--- src/rtl/cpu7_ifu_fctl.sv ---
// Fetch controller for the IFU front end.
// Owns the fetch PC and keeps at most one 64-bit line request in flight
// to the instruction cache. It buffers the returned two-instruction line
// and hands out one instruction per cycle under decoder stall. Redirects
// retarget the fetch PC and cancel any accepted request that is now stale.
module cpu7_ifu_fctl (
    input  logic        clock,
    input  logic        resetn,
    input  logic [31:0] pc_init,
    input  logic        exu_ifu_except,
    input  logic [31:0] exu_ifu_eentry,
    input  logic        exu_ifu_ertn_e,
    input  logic [31:0] exu_ifu_era,
    input  logic        exu_ifu_br_taken,
    input  logic [31:0] exu_ifu_br_target,
    output logic        ifu_icu_req_ic1,
    output logic [31:0] ifu_icu_addr_ic1,
    input  logic        icu_ifu_ack_ic1,
    output logic        ifu_icu_cancel,
    input  logic [63:0] icu_ifu_data_ic2,
    input  logic        icu_ifu_data_valid_ic2,
    output logic        fctl_dec_vld_d,
    output logic [31:0] fctl_dec_inst_d,
    output logic [31:0] fctl_dec_pc_d,
    input  logic        exu_ifu_stall_req
);

    // IDLE: one cycle after reset to load the boot PC.
    // REQ : request presented, waiting for the icache to accept it.
    // WAIT: request accepted, waiting for line data.
    // BUF : line held locally, instructions handed to the decoder.
    typedef enum logic [1:0] {
        S_IDLE = 2'd0,
        S_REQ  = 2'd1,
        S_WAIT = 2'd2,
        S_BUF  = 2'd3
    } state_t;

    state_t      state_q;
    state_t      state_d;

    logic [31:0] fetch_pc_q;
    logic [31:0] fetch_pc_d;
    logic        lo_vld_q;
    logic        lo_vld_d;
    logic        hi_vld_q;
    logic        hi_vld_d;

    // Buffered line and the aligned address it was fetched from.
    logic [63:0] line_buf;
    logic [31:0] buf_base;
    logic        line_we;

    // Last instruction/PC presented with valid, so the decoder-facing
    // outputs stay put while nothing new is being offered.
    logic [31:0] held_inst;
    logic [31:0] held_pc;

    logic        redirect;
    logic [31:0] target_raw;
    logic [31:0] target;
    logic [31:0] line_base;
    logic [31:0] shown_inst;
    logic [31:0] shown_pc;
    logic        consume;
    logic        in_req;
    logic        in_wait;
    logic        in_buf;

    assign in_req  = (state_q == S_REQ);
    assign in_wait = (state_q == S_WAIT);
    assign in_buf  = (state_q == S_BUF);

    assign redirect = exu_ifu_except | exu_ifu_ertn_e | exu_ifu_br_taken;

    // Redirect target: exception beats ertn beats branch; word-aligned.
    always_comb begin
        target_raw = exu_ifu_br_target;
        if (exu_ifu_ertn_e) begin
            target_raw = exu_ifu_era;
        end
        if (exu_ifu_except) begin
            target_raw = exu_ifu_eentry;
        end
    end

    assign target    = target_raw & 32'hFFFF_FFFC;
    assign line_base = fetch_pc_q & 32'hFFFF_FFF8;

    // The low slot is always offered first; once it is gone, the high one.
    assign shown_inst = lo_vld_q ? line_buf[31:0] : line_buf[63:32];
    assign shown_pc   = lo_vld_q ? buf_base : (buf_base + 32'd4);

    assign ifu_icu_req_ic1  = in_req;
    assign ifu_icu_addr_ic1 = line_base;

    // A request is only killable once the icache has accepted it: either
    // in the very cycle of the ack, or any time while waiting for data.
    assign ifu_icu_cancel = redirect & ((in_req & icu_ifu_ack_ic1) | in_wait);

    assign fctl_dec_vld_d  = in_buf & (lo_vld_q | hi_vld_q) & ~redirect;
    assign fctl_dec_inst_d = fctl_dec_vld_d ? shown_inst : held_inst;
    assign fctl_dec_pc_d   = fctl_dec_vld_d ? shown_pc : held_pc;

    assign consume = fctl_dec_vld_d & ~exu_ifu_stall_req;

    // Next-state, fetch PC and buffer-slot bookkeeping.
    always_comb begin
        state_d    = state_q;
        fetch_pc_d = fetch_pc_q;
        lo_vld_d   = lo_vld_q;
        hi_vld_d   = hi_vld_q;
        line_we    = 1'b0;
        case (state_q)
            S_IDLE: begin
                // Redirects are deliberately ignored here: boot PC wins.
                fetch_pc_d = pc_init & 32'hFFFF_FFFC;
                state_d    = S_REQ;
            end
            S_REQ: begin
                if (redirect) begin
                    // Stay in REQ so the new address goes out next cycle.
                    fetch_pc_d = target;
                end else if (icu_ifu_ack_ic1) begin
                    state_d = S_WAIT;
                end
            end
            S_WAIT: begin
                if (redirect) begin
                    // Data arriving alongside the redirect is stale.
                    fetch_pc_d = target;
                    state_d    = S_REQ;
                end else if (icu_ifu_data_valid_ic2) begin
                    line_we    = 1'b1;
                    lo_vld_d   = ~fetch_pc_q[2];
                    hi_vld_d   = 1'b1;
                    fetch_pc_d = line_base + 32'd8;
                    state_d    = S_BUF;
                end
            end
            S_BUF: begin
                if (redirect) begin
                    // Nothing is outstanding, so no cancel is needed.
                    lo_vld_d   = 1'b0;
                    hi_vld_d   = 1'b0;
                    fetch_pc_d = target;
                    state_d    = S_REQ;
                end else if (consume) begin
                    if (lo_vld_q) begin
                        lo_vld_d = 1'b0;
                        if (!hi_vld_q) begin
                            state_d = S_REQ;
                        end
                    end else begin
                        hi_vld_d = 1'b0;
                        state_d  = S_REQ;
                    end
                end else if (!lo_vld_q && !hi_vld_q) begin
                    state_d = S_REQ;
                end
            end
            default: begin
                state_d = S_IDLE;
            end
        endcase
    end

    // Control state, fetch PC and held decoder outputs.
    always_ff @(posedge clock or negedge resetn) begin
        if (!resetn) begin
            state_q    <= S_IDLE;
            fetch_pc_q <= 32'd0;
            lo_vld_q   <= 1'b0;
            hi_vld_q   <= 1'b0;
            held_inst  <= 32'd0;
            held_pc    <= 32'd0;
        end else begin
            state_q    <= state_d;
            fetch_pc_q <= fetch_pc_d;
            lo_vld_q   <= lo_vld_d;
            hi_vld_q   <= hi_vld_d;
            if (fctl_dec_vld_d) begin
                held_inst <= shown_inst;
                held_pc   <= shown_pc;
            end
        end
    end

    // Line buffer: qualified by the slot valids, so it needs no reset.
    always_ff @(posedge clock) begin
        if (line_we) begin
            line_buf <= icu_ifu_data_ic2;
            buf_base <= line_base;
        end
    end

endmodule

--- config.mk ---
export PLATFORM = sky130hd
export DESIGN_NAME = cpu7_ifu_fctl
export DESIGN_NICKNAME = d
export VERILOG_FILES = /design/src/rtl/cpu7_ifu_fctl.sv
export SDC_FILE = /design/constraint.sdc
export NUM_CORES = 1
export LEC_CHECK = 0
export CAP_MARGIN = 40
export CORE_MARGIN = 2
export CORE_UTILIZATION = 42
export CTS_BUF_LIST = sky130_fd_sc_hd__clkbuf_16
export CTS_CLUSTER_SIZE = 14
export DETAILED_ROUTE_END_ITERATION = 6
export HOLD_SLACK_MARGIN = 0.08
export PLACE_DENSITY = 0.78
export SLEW_MARGIN = 20
export SYNTH_ARGS = -nofsm -noshare
export SYNTH_HDL_FRONTEND = slang
export SYNTH_SLANG_ARGS = --single-unit
--- constraint.sdc ---
create_clock -name clock -period 3.8 [get_ports clock]
set_input_delay 0.38 -clock clock [delete_from_list [all_inputs] [get_ports clock]]
set_output_delay 0.38 -clock clock [all_outputs]
set_load 0.005 [all_outputs]
==> results.yml, run 1 <==
worst_hold_path:
  hold_start: "fetch_pc_q[2]"
  hold-path-cell-count: 1
  holdCritPathClass: "reg2reg"
  hold-path-endpoint: "lo_vld_q"
cells_and_area:
  multi_input_area_mm2: 0.003197
  fillers: 1729
  drive_gt1_share_pct: 10.18
  area_growth_pct: 39.89
  utilization_pct: 59.63
  regArea_mm2: 0.005246
  final_nets: 1215
  num_antenna_cells: 0
grt:
  antenna_found_initial: 0
  grt_pass1_vias: 6871
  grt_first_pass_wirelength_mm: 37.32
  grt_max_degree: 59
  track_usage_pct: 21.85
  grt-ovfl-total: 0
floorplanning:
  num_rows: 53
  initial_core_util_pct: 42.63
  io_pins: 299
  core-area_mm2: 0.02089
  die_y_um: 149.6
  die_x_um: 149.6
  design.die.area_mm2: 0.02238
critical_path:
  cp-end-kind: "output port"
  worstPathCellList: "ha_1, nand2_1, nor2_4, buf_4, nor2_1, a21oi_1, clkdlybuf4s50_1"
  timing.critical_path.max_delay_family: "buffers and inverters"
  startpoint_type: "register"
  reg2reg_to: "line_buf[11]"
  required_ns: 3.42
  max_stage_delay_ns: 0.55
  critPathMaxFanout: 22
  critical_path_arrival_ns: 3.05
  cp.buffers_inverters: 2
  r2r_start: "state_q[0]"
  reg2reg_depth: 6
  cp_slowest_cell: "clkdlybuf4s50_1"
  critPathKind: "reg2out"
  rrSetupSlack_ns: 1.22
clock_network:
  clk_latency_ns: 0.43
  cts_tree: "done"
  cts_buffers: 17
  cts_setup_buffers: 0
  htree_levels: 4
  clockRootBuffer: "clkbuf_16"
  max-clock-path-buffers: 2
  cts_sinks: 191
  cts_resized: 0
  cts_hold_buf: 1
  clk_pin_slew_ns: 0.08
placement:
  place.gp.congestion: 0.8770
  hpwlAfterDp_mm: 18.48
  io_buffers: 287
route:
  vias_per_cell: 5.355
  firstDrtPassIters: 5
  drc: 0
  ant_nets: 0
  wirelength_mm: 24.48
  drt_first_iter_violations: 615
  wire_per_inst_um: 18.87
  num_vias: 6946
power:
  power_frac_comb_pct: 37.3
  p_leak_nw: 4.827
  switching_share_pct: 32.77
  seqPwrFrac_pct: 40.3
  p_switching_mw: 2.539
  p_int_mw: 5.208
  irDropWorstVdd_mv: 0.2786
  pwr-share-clk_pct: 22.3
  p_per_area_mw_per_mm2: 621.9
timing:
  worst_pin_slew_ns: 0.7578
  max_freq_ghz: 0.2914
  setup_violations: 0
  hold_viol_final: 0
  grt_setup_unrepaired: "no"
  min_period_over_period_pct: 90.32
  relSlewSlack_pct: 49.36
  fin_setup_tns_ns: 0
  final.setup_skew_ns: 0.01623
  finalMaxSlewViolations: 0
  finalCriticalPeriod_ns: 3.432
run:
  drv_cap: 0
status:
  outcome: "finished clean"
synthesis:
  synth-adder-area-share_pct: 0.9555
  synth_xor_area_share_pct: 0.1967
  synth-simple-area-share_pct: 10.65
  synthCells: 751
  ys.flop_type: "dfrtp_1"
  synth-seq-cells: 191
  synth-edff-count: 93
  synth.avg_cell_area_um2: 11.86
  netlist-cell-type-count: 64
  ys_warn_count: 0
  async_flop_share_pct: 51.31
  synth_mux_area_share_pct: 10.93
  synth_top_family_by_area: "compound AO/OA/AOI/OAI gates"
  synth-compound-area-share_pct: 12.93
  synth-seq-area-share_pct: 58.90
  syn-cell-area_mm2: 0.008905
layer usage:
metal	up-vias	global-route usage (%)	part of all wire, %	routed length [µm]
met5	-	0	0	0
met4	0	7.143	2.1	514
met3	35	5.061	7.8	1903
met2	307	37.39	50	12130
met1	3334	27.39	41	9931
li1	3270	-	-	-
layout make-up:
| cell class | instances | area share, % |
|---|---|---|
| tap | 275 | 2.762 |
| timing repair buffer | 311 | 24.53 |
| inverter | 9 | 0.2712 |
| multi-input combinational | 479 | 25.66 |
| clock buffer | 17 | 3.415 |
| clock inverter | 15 | 1.245 |
| sequential | 191 | 42.12 |
registers in the layout, summed over array words and instances (netlist names):
name        flops
line_buf       64
held_inst      32
held_pc        32
fetch_pc_q     30
buf_base       29
state_q         2
hi_vld_q        1
lo_vld_q        1
cells by family (layout without fill, tap and decap cells):
| group | after synthesis | count (layout) |
|---|---|---|
| compound gates | 183 | 183 |
| xor+xnor | 2 | 2 |
| fa+ha+maj | 7 | 7 |
| buf+inv | 83 | 352 |
| flops | 191 | 191 |
| mux | 93 | 93 |
| other cells | 1 | 3 |
| simple gates | 191 | 191 |
how the worst max path moves through the flow:
stage	startpoint	end	slack (ns)	cells past startpoint
global route	state_q[0]	fctl_dec_inst_d[20]	0.10	7
CTS	state_q[0]	fctl_dec_inst_d[20]	0.26	7
floorplan	state_q[0]	buf_base[10]	1.0	5
detailed placement	exu_ifu_br_taken	fctl_dec_inst_d[20]	0.53	8
finish	state_q[0]	fctl_dec_inst_d[20]	0.37	7
global placement	exu_ifu_br_taken	fctl_dec_inst_d[18]	0.66	8
layout by cell type (no fill, tap or decap), types with 23 or more instances in the layout:
master / synthesis / routed
a21oi_1: 53 / 53
buf_4: 36 / 23
clkdlybuf4s50_1: 0 / 284
dfrtp_1: 98 / 97
edfxtp_1: 93 / 93
mux2_2: 34 / 34
mux2i_1: 59 / 59
nand2_1: 61 / 61
nor2_1: 55 / 54
o21ai_0: 54 / 54
synth_stat cells, types with 3 or more instances:
| cell type | n | share of area [%] |
|---|---|---|
| buf_4 | 36 | 3.0 |
| mux2_2 | 34 | 4.3 |
| and2_1 | 5 | 0.35 |
| nor4_1 | 3 | 0.21 |
| dfrtp_1 | 98 | 28 |
| edfxtp_1 | 93 | 31 |
| clkbuf_1 | 14 | 0.59 |
| inv_1 | 9 | 0.38 |
| nor2_1 | 55 | 2.3 |
| o22ai_1 | 5 | 0.35 |
| a31oi_1 | 5 | 0.35 |
| o21ai_1 | 4 | 0.22 |
| nand2_1 | 61 | 2.6 |
| and3_1 | 6 | 0.42 |
| a211oi_1 | 6 | 0.51 |
| a221oi_1 | 6 | 0.59 |
| buf_2 | 21 | 1.2 |
| o31ai_1 | 7 | 0.59 |
| nand3_1 | 15 | 0.84 |
| nor3_1 | 8 | 0.45 |
| a221o_1 | 3 | 0.34 |
| a21oi_1 | 53 | 3.0 |
| mux2i_1 | 59 | 6.6 |
| o41ai_1 | 5 | 0.49 |
| a22oi_1 | 4 | 0.34 |
| o211ai_1 | 3 | 0.25 |
| o31a_1 | 3 | 0.30 |
| and4_1 | 5 | 0.49 |
| nor2b_1 | 12 | 0.84 |
| nand4_1 | 9 | 0.63 |
| o311ai_1 | 3 | 0.30 |
| o21ai_0 | 54 | 3.0 |
| ha_1 | 6 | 0.84 |
power groups by stage:
| stage | sequential (mW) | combinational [mW] | clock, mW |
|---|---|---|---|
| 3_3_place_gp | 3.13 | 2.84 | 0 |
| 6_report | 3.12 | 2.89 | 1.73 |
| 4_1_cts | 3.12 | 2.92 | 1.78 |
| 3_5_place_dp | 3.16 | 2.91 | 0 |
| 5_1_grt | 3.19 | 3.14 | 1.86 |
| 2_1_floorplan | 2.98 | 1.58 | 0 |
metrics by stage:
step / instance area [µm²] / worst slack, ns / cells / total power, mW / hold slack, ns
after floorplan: 8914 / 0.9955 / 753 / 4.562 / 0.08441
after global placement: 11870 / 0.6558 / 1264 / 5.967 / 0.4250
after detailed placement: 11870 / 0.5311 / 1264 / 6.071 / 0.4208
after CTS: 12460 / 0.2609 / 1297 / 7.817 / 0.4633
after global routing: 12460 / 0.1027 / 1297 / 8.189 / 0.4777
final: 12460 / 0.3677 / 1297 / 7.747 / 0.4748
Note: power is estimated with default switching activity, not from simulation.
==> run 2: changes to the inputs <==
--- a/config.mk
+++ b/config.mk
@@ -5,7 +5,7 @@
 export SDC_FILE = /design/constraint.sdc
 export NUM_CORES = 1
 export LEC_CHECK = 0
-export CAP_MARGIN = 40
+export CAP_MARGIN = 20
 export CORE_MARGIN = 2
 export CORE_UTILIZATION = 42
 export CTS_BUF_LIST = sky130_fd_sc_hd__clkbuf_16
==> results of run 2 <==
Final layout, timing and power as in run 1 (identical DEF).
==> run 3: changes to the inputs <==
--- a/config.mk
+++ b/config.mk
@@ -13,6 +13,7 @@
 export DETAILED_ROUTE_END_ITERATION = 6
 export HOLD_SLACK_MARGIN = 0.08
 export PLACE_DENSITY = 0.78
+export SETUP_SLACK_MARGIN = 0.1
 export SLEW_MARGIN = 20
 export SYNTH_ARGS = -nofsm -noshare
 export SYNTH_HDL_FRONTEND = slang
==> results of run 3 <==
Final layout, timing and power as in run 1 (identical DEF).
